<file path="config.mk">
export PLATFORM = sky130hd
export DESIGN_NAME = alu_op_sequencer_flat
export DESIGN_NICKNAME = d
export VERILOG_FILES = /design/src/rtl/alu_seq_pkg.sv /design/src/rtl/alu_op_sequencer_if.sv /design/src/rtl/alu_op_sequencer_lut.sv /design/src/rtl/alu_op_sequencer.sv /design/src/flat_wrapper.sv
export SDC_FILE = /design/constraint.sdc
export NUM_CORES = 1
export LEC_CHECK = 0
export BUFFER_PORTS_ARGS = -buffer_cell sky130_fd_sc_hd__buf_2
export CAP_MARGIN = 20
export CORE_MARGIN = 10
export CORE_UTILIZATION = 54
export CTS_CLUSTER_DIAMETER = 50
export CTS_CLUSTER_SIZE = 30
export DETAILED_ROUTE_END_ITERATION = 8
export PLACE_DENSITY = 0.78
export SYNTH_ARGS = -nofsm -noshare
export SYNTH_HDL_FRONTEND = slang
export SYNTH_SLANG_ARGS = --single-unit
</file>
<file path="constraint.sdc">
create_clock -name clk -period 3.4 [get_ports clk]
set_input_delay 0.68 -clock clk [delete_from_list [all_inputs] [get_ports clk]]
set_output_delay 0.68 -clock clk [all_outputs]
set_load 0.005 [all_outputs]
</file>
<file path="src/rtl/alu_seq_pkg.sv">
// Shared opcode, decoder-control and FSM encodings for the ALU operation sequencer.
package alu_seq_pkg;

    localparam logic [3:0] OP_MOV     = 4'd0;
    localparam logic [3:0] OP_ADD     = 4'd1;
    localparam logic [3:0] OP_SUB     = 4'd2;
    localparam logic [3:0] OP_AND     = 4'd3;
    localparam logic [3:0] OP_OR      = 4'd4;
    localparam logic [3:0] OP_XOR     = 4'd5;
    localparam logic [3:0] OP_NOT     = 4'd6;
    localparam logic [3:0] OP_INC     = 4'd7;
    localparam logic [3:0] OP_DEC     = 4'd8;
    localparam logic [3:0] OP_SLA     = 4'd9;
    localparam logic [3:0] OP_SLL     = 4'd10;
    localparam logic [3:0] OP_ROL     = 4'd11;
    localparam logic [3:0] OP_SRA     = 4'd12;
    localparam logic [3:0] OP_SRL     = 4'd13;
    localparam logic [3:0] OP_ROR     = 4'd14;
    localparam logic [3:0] OP_ILLEGAL = 4'd15;

    // Literals are alu_ctrl[5:0], i.e. Ctrl5 on the left; the decoder table lists Ctrl0 first.
    localparam logic [5:0] CTRL_MOV = 6'b000000;
    localparam logic [5:0] CTRL_ADD = 6'b010010;
    localparam logic [5:0] CTRL_SUB = 6'b100010;
    localparam logic [5:0] CTRL_AND = 6'b011000;
    localparam logic [5:0] CTRL_OR  = 6'b010100;
    localparam logic [5:0] CTRL_XOR = 6'b011100;
    localparam logic [5:0] CTRL_NOT = 6'b001100;
    localparam logic [5:0] CTRL_INC = 6'b110110;
    localparam logic [5:0] CTRL_DEC = 6'b000110;
    localparam logic [5:0] CTRL_SLA = 6'b001001;
    localparam logic [5:0] CTRL_SLL = 6'b000001;
    localparam logic [5:0] CTRL_ROL = 6'b010001;
    localparam logic [5:0] CTRL_SRA = 6'b001101;
    localparam logic [5:0] CTRL_SRL = 6'b000101;
    localparam logic [5:0] CTRL_ROR = 6'b010101;

    localparam logic [1:0] ST_IDLE  = 2'd0;
    localparam logic [1:0] ST_EXEC  = 2'd1;
    localparam logic [1:0] ST_SHIFT = 2'd2;
    localparam logic [1:0] ST_DONE  = 2'd3;

endpackage

</file>
<file path="src/rtl/alu_op_sequencer_if.sv">
// Request and completion handshakes between an operation requester and the sequencer.
interface alu_op_sequencer_if #(parameter int CNT_W = 4);

    logic             op_valid;
    logic             op_ready;
    logic [3:0]       op_code;
    logic [CNT_W-1:0] op_count;
    logic             done_valid;
    logic             done_ready;
    logic             done_err;

    modport master (
        output op_valid, op_code, op_count, done_ready,
        input  op_ready, done_valid, done_err
    );

    modport slave (
        input  op_valid, op_code, op_count, done_ready,
        output op_ready, done_valid, done_err
    );

endinterface

</file>
<file path="src/rtl/alu_op_sequencer_lut.sv">
// Combinational opcode decode: decoder control word plus shift/illegal classification.
module alu_ctrl_lut
    import alu_seq_pkg::*;
(
    input  logic [3:0] op_code,
    output logic       is_shift,
    output logic       illegal,
    output logic [5:0] ctrl
);

    always_comb begin
        is_shift = 1'b0;
        illegal  = 1'b0;
        ctrl     = CTRL_MOV;
        case (op_code)
            OP_MOV: ctrl = CTRL_MOV;
            OP_ADD: ctrl = CTRL_ADD;
            OP_SUB: ctrl = CTRL_SUB;
            OP_AND: ctrl = CTRL_AND;
            OP_OR:  ctrl = CTRL_OR;
            OP_XOR: ctrl = CTRL_XOR;
            OP_NOT: ctrl = CTRL_NOT;
            OP_INC: ctrl = CTRL_INC;
            OP_DEC: ctrl = CTRL_DEC;
            OP_SLA: begin ctrl = CTRL_SLA; is_shift = 1'b1; end
            OP_SLL: begin ctrl = CTRL_SLL; is_shift = 1'b1; end
            OP_ROL: begin ctrl = CTRL_ROL; is_shift = 1'b1; end
            OP_SRA: begin ctrl = CTRL_SRA; is_shift = 1'b1; end
            OP_SRL: begin ctrl = CTRL_SRL; is_shift = 1'b1; end
            OP_ROR: begin ctrl = CTRL_ROR; is_shift = 1'b1; end
            default: illegal = 1'b1;
        endcase
    end

endmodule

</file>
<file path="src/rtl/alu_op_sequencer.sv">
// ALU front-end controller: accepts one operation per handshake, drives the decoder
// control lines, sequences multi-pass shifts and owns the carry flag.
module alu_op_sequencer
    import alu_seq_pkg::*;
#(
    parameter int CNT_W = 4
) (
    input  logic             clk,
    input  logic             rst_n,
    alu_op_sequencer_if.slave op,
    output logic [5:0]       alu_ctrl,
    output logic             alu_c_flag,
    input  logic             alu_c_out,
    output logic             a_sel,
    output logic             acc_we,
    output logic             flag_we
);

    localparam logic [CNT_W-1:0] ONE = {{(CNT_W-1){1'b0}}, 1'b1};

    logic [1:0]       state_q, state_d;
    logic [3:0]       op_q;
    logic [CNT_W-1:0] remaining_q, remaining_d;
    logic             c_flag_q;
    logic             op_ready_q, done_valid_q, done_err_q;
    logic [5:0]       ctrl_d;
    logic             a_sel_d, we_d, err_d;
    logic [3:0]       lut_op;
    logic [5:0]       lut_ctrl;
    logic             lut_shift, lut_illegal;
    logic             accept;

    assign accept = op.op_valid & op_ready_q;
    assign lut_op = (state_q == ST_IDLE) ? op.op_code : op_q;

    alu_ctrl_lut u_lut (
        .op_code  (lut_op),
        .is_shift (lut_shift),
        .illegal  (lut_illegal),
        .ctrl     (lut_ctrl)
    );

    // Next-cycle outputs are decoded here and registered, so every pass sees stable controls.
    always_comb begin
        state_d     = state_q;
        remaining_d = remaining_q;
        ctrl_d      = CTRL_MOV;
        a_sel_d     = 1'b0;
        we_d        = 1'b0;
        err_d       = done_err_q;
        case (state_q)
            ST_IDLE: begin
                if (accept) begin
                    if (lut_illegal) begin
                        state_d = ST_DONE;
                        err_d   = 1'b1;
                    end else if (lut_shift) begin
                        if (op.op_count == '0) begin
                            state_d = ST_DONE;
                        end else begin
                            state_d     = ST_SHIFT;
                            remaining_d = op.op_count;
                            ctrl_d      = lut_ctrl;
                            we_d        = 1'b1;
                        end
                    end else begin
                        state_d = ST_EXEC;
                        ctrl_d  = lut_ctrl;
                        we_d    = 1'b1;
                    end
                end
            end
            ST_EXEC: state_d = ST_DONE;
            ST_SHIFT: begin
                remaining_d = remaining_q - ONE;
                if (remaining_q == ONE) begin
                    state_d = ST_DONE;
                end else begin
                    ctrl_d  = lut_ctrl;
                    we_d    = 1'b1;
                    a_sel_d = 1'b1;
                end
            end
            default: begin
                if (done_valid_q && op.done_ready) begin
                    state_d = ST_IDLE;
                    err_d   = 1'b0;
                end
            end
        endcase
    end

    always_ff @(posedge clk or negedge rst_n) begin
        if (!rst_n) begin
            state_q      <= ST_IDLE;
            op_q         <= OP_MOV;
            remaining_q  <= '0;
            c_flag_q     <= 1'b0;
            op_ready_q   <= 1'b0;
            done_valid_q <= 1'b0;
            done_err_q   <= 1'b0;
            alu_ctrl     <= CTRL_MOV;
            a_sel        <= 1'b0;
            acc_we       <= 1'b0;
            flag_we      <= 1'b0;
        end else begin
            state_q      <= state_d;
            remaining_q  <= remaining_d;
            op_ready_q   <= (state_d == ST_IDLE);
            done_valid_q <= (state_d == ST_DONE);
            done_err_q   <= err_d;
            alu_ctrl     <= ctrl_d;
            a_sel        <= a_sel_d;
            acc_we       <= we_d;
            flag_we      <= we_d;
            if (accept) op_q <= op.op_code;
            if (flag_we) c_flag_q <= alu_c_out;
        end
    end

    assign op.op_ready   = op_ready_q;
    assign op.done_valid = done_valid_q;
    assign op.done_err   = done_err_q;
    assign alu_c_flag    = c_flag_q;

endmodule
</file>
<file path="src/flat_wrapper.sv">
// flat-port wrapper written by rule: the top's interface ports become plain ports
module alu_op_sequencer_flat import alu_seq_pkg::*;
#(
    parameter int CNT_W = 4
)
  (clk, rst_n, alu_ctrl, alu_c_flag, alu_c_out, a_sel, acc_we, flag_we, op_op_valid, op_op_code, op_op_count, op_done_ready, op_op_ready, op_done_valid, op_done_err);
  alu_op_sequencer_if #(.CNT_W(CNT_W)) op_i ();
  input  logic clk;
  input  logic rst_n;
  output logic [5:0] alu_ctrl;
  output logic alu_c_flag;
  input  logic alu_c_out;
  output logic a_sel;
  output logic acc_we;
  output logic flag_we;
  input wire logic [$bits(op_i.op_valid)-1:0] op_op_valid;
  input wire logic [$bits(op_i.op_code)-1:0] op_op_code;
  input wire logic [$bits(op_i.op_count)-1:0] op_op_count;
  input wire logic [$bits(op_i.done_ready)-1:0] op_done_ready;
  output wire logic [$bits(op_i.op_ready)-1:0] op_op_ready;
  output wire logic [$bits(op_i.done_valid)-1:0] op_done_valid;
  output wire logic [$bits(op_i.done_err)-1:0] op_done_err;
  assign op_i.op_valid = op_op_valid;
  assign op_i.op_code = op_op_code;
  assign op_i.op_count = op_op_count;
  assign op_i.done_ready = op_done_ready;
  assign op_op_ready = op_i.op_ready;
  assign op_done_valid = op_i.done_valid;
  assign op_done_err = op_i.done_err;
  alu_op_sequencer #(.CNT_W(CNT_W)) u_core (.clk(clk), .rst_n(rst_n), .op(op_i), .alu_ctrl(alu_ctrl), .alu_c_flag(alu_c_flag), .alu_c_out(alu_c_out), .a_sel(a_sel), .acc_we(acc_we), .flag_we(flag_we));
endmodule
</file>
==> results.cfg <==
[outcome]
status = finished clean

[global_route]
grt_max_degree = 23
grt_pass1_wl_um = 5200
antenna_found_initial = 0
grt_pass1_vias = 1202
grt_usage = 0.121
grt_overflow_total = 0

[clock_tree]
htreeDepth = 1
cts.repair.resized = 0
cts_buffer_depth = 2
cts_sinks = 22
cts-root-buf = clkbuf_4
cts_hold_buf = 0
clkTransAtPathRegs_ns = 0.12
post_cts_buffers = 0
clk_latency_ns = 0.31
cts_made_buffers = 3
cts_tree = yes

[logic_synthesis]
synth_seq_cells = 22
synth_ff_type = dfrtp_1
syn_area_per_cell_um2 = 10.7
ys_top_cells_by_area = dfrtp_1 (40%), mux2_2 (5.7%), ha_1 (5.4%)
synth.largest_area_cell = dfrtp_1
synth_most_common_cell = dfrtp_1
synth_edf_count = 0
postSynthCellCount = 130
yosysTopAreaCellShare = 0.397
netlist_area_um2 = 1390
syn_nets = 149
async_flop_share = 1.00
synth_common_cells = dfrtp_1 (22), nor2_1 (12), nand2_1 (9)
netlist-cell-type-count = 42
yosysSeqAreaShare = 0.397
yosys_warnings = 0

[timing]
slew_viol_final = 0
fmax_mhz = 337
holdWs_ns = 0.310
worstMarginPinSlew_ns = 0.679
tns_ns = 0
hold_violations = 0
clock-skew-final_ns = 0.00772
slew_headroom = 0.547
min_period_ns = 2.97
rsz0062_at_grt = no
period_share = 0.872
finalSetupViolCount = 0

[power]
clkPwrFrac = 0.085
p_leak_nw = 0.687
power.internal_w = 0.000781
power.density_nw_per_um2 = 936
switching_power_w = 0.000639
p_comb_frac = 0.595
swShare = 0.450
peakVddDrop_mv = 0.699
seqPwrFrac = 0.320

[floorplanning]
num_rows = 18
ios = 26
initial_utilization = 0.565
die_h_um = 70.7
dieWidth_um = 70.7
dieArea_um2 = 4990
core_um2 = 2450

[placement]
portBuffers = 25
place.gp.congestion = 0.819
hpwl_um = 2200

[layout]
drive_gt1_frac = 0.333
nets = 174
diodes = 0
areaGrowthSynthToFinish_pct = 9.39

[critical_path]
endpoint_kind = flop
critPathRequiredTime_ns = 3.60
crit_fanout = 14
start_kind = flop
crit_arrival_ns = 3.17
path_class = flop to flop

[run]
drv_cap = 0

[detailed_routing]
drt_pass1_iterations = 6
drtIter0Drc = 36
drcViolationCount = 0
wire_per_inst_um = 15.6
drt-total-wl_um = 2860
ant_nets = 0
viasPerCell = 5.93
vias = 1085

[worst_hold_path]
hold_class = input port to asynchronous set/reset pin
==> registers in the layout (all words and copies together), names as in the netlist <==
name and flops:
u_core.a_sel 1, u_core.state_q 2, u_core.acc_we 1, u_core.alu_ctrl 6
u_core.op.op_ready 1, u_core.op_q 4, u_core.op.done_err 1, u_core.alu_c_flag 1
u_core.remaining_q 4, u_core.op.done_valid 1
==> cell families after synthesis <==
| logic type | after synthesis | synth area share |
|---|---|---|
| xor+xnor | 1 | 0.00632 |
| fa+ha+maj | 6 | 0.0542 |
| compound gates | 29 | 0.160 |
| buf+inv | 10 | 0.0532 |
| simple gates | 45 | 0.189 |
| mux | 17 | 0.141 |
| flops | 22 | 0.397 |
==> power by group through the flow <==
stage                     combinational, W  clock, W  sequential (W)
after floorplan                   0.000698         0        0.000451
after global placement            0.000810         0        0.000457
after detailed placement          0.000840         0        0.000461
after CTS                         0.000849  0.000123        0.000455
after global routing              0.000950  0.000132        0.000474
final                             0.000845  0.000120        0.000455
==> layout by cell type, fill, tap and decap left out, types with 3 or more instances in the layout <==
master	n
buf_2	25
dfrtp_1	22
nor2_1	12
nand2_1	9
o21ai_0	8
mux2_2	7
a21oi_1	6
ha_1	6
inv_1	5
mux2i_1	5
nor3b_1	3
nor4_1	3
and3_2	3
nor3_1	3
clkbuf_4	3
==> critical path, cell delays in order (launching register included) <==
cell and delay [ns]:
dfrtp_1 0.46, inv_1 0.11, ha_1 0.60, mux2i_1 0.57, nor3_2 0.21, nor3_4 0.32
mux2_1 0.35, o221a_1 0.23
==> worst paths after layout <==
path,from,end,slack [ns],cells past startpoint
hold reg to reg,u_core.alu_c_flag,u_core.alu_c_flag,0.52,1
setup / recovery,u_core.state_q[0],u_core.remaining_q[3],0.43,7
setup reg to reg,u_core.state_q[0],u_core.remaining_q[3],0.43,7
max in group asynchronous,rst_n,u_core.op_q[1],2.75,1
min in group clk,u_core.alu_c_flag,u_core.alu_c_flag,0.52,1
hold / removal,rst_n,u_core.remaining_q[1],0.31,1
==> routing by layer <==
layer | GRT usage | up-vias | part of all wire
met5 | 0 | - | 0
met4 | 0.0602 | 0 | 0.023
met3 | 0.0279 | 8 | 0.051
met2 | 0.209 | 38 | 0.48
met1 | 0.137 | 508 | 0.44
li1 | - | 531 | -
==> cell type report <==
class | instances | area, µm²
inverter | 5 | 18.8
tap | 30 | 37.5
clock buffer | 3 | 22.5
fill | 209 | 938
multi-input combinational | 98 | 762
timing repair buffer | 25 | 125
sequential | 22 | 551
==> per-stage QoR <==
step / setup slack (ns) / total power (W) / cell area [µm²] / util / instances
CTS: 0.437 / 0.00143 / 1520 / 0.618 / 183
floorplan: 1.05 / 0.00115 / 1390 / - / 130
finish: 0.434 / 0.00142 / 1520 / 0.618 / 183
global placement: 0.663 / 0.00127 / 1490 / 0.609 / 180
detailed placement: 0.501 / 0.00130 / 1490 / 0.609 / 180
global route: 0.294 / 0.00156 / 1520 / 0.618 / 183
Note: power is estimated with default switching activity, not from simulation.
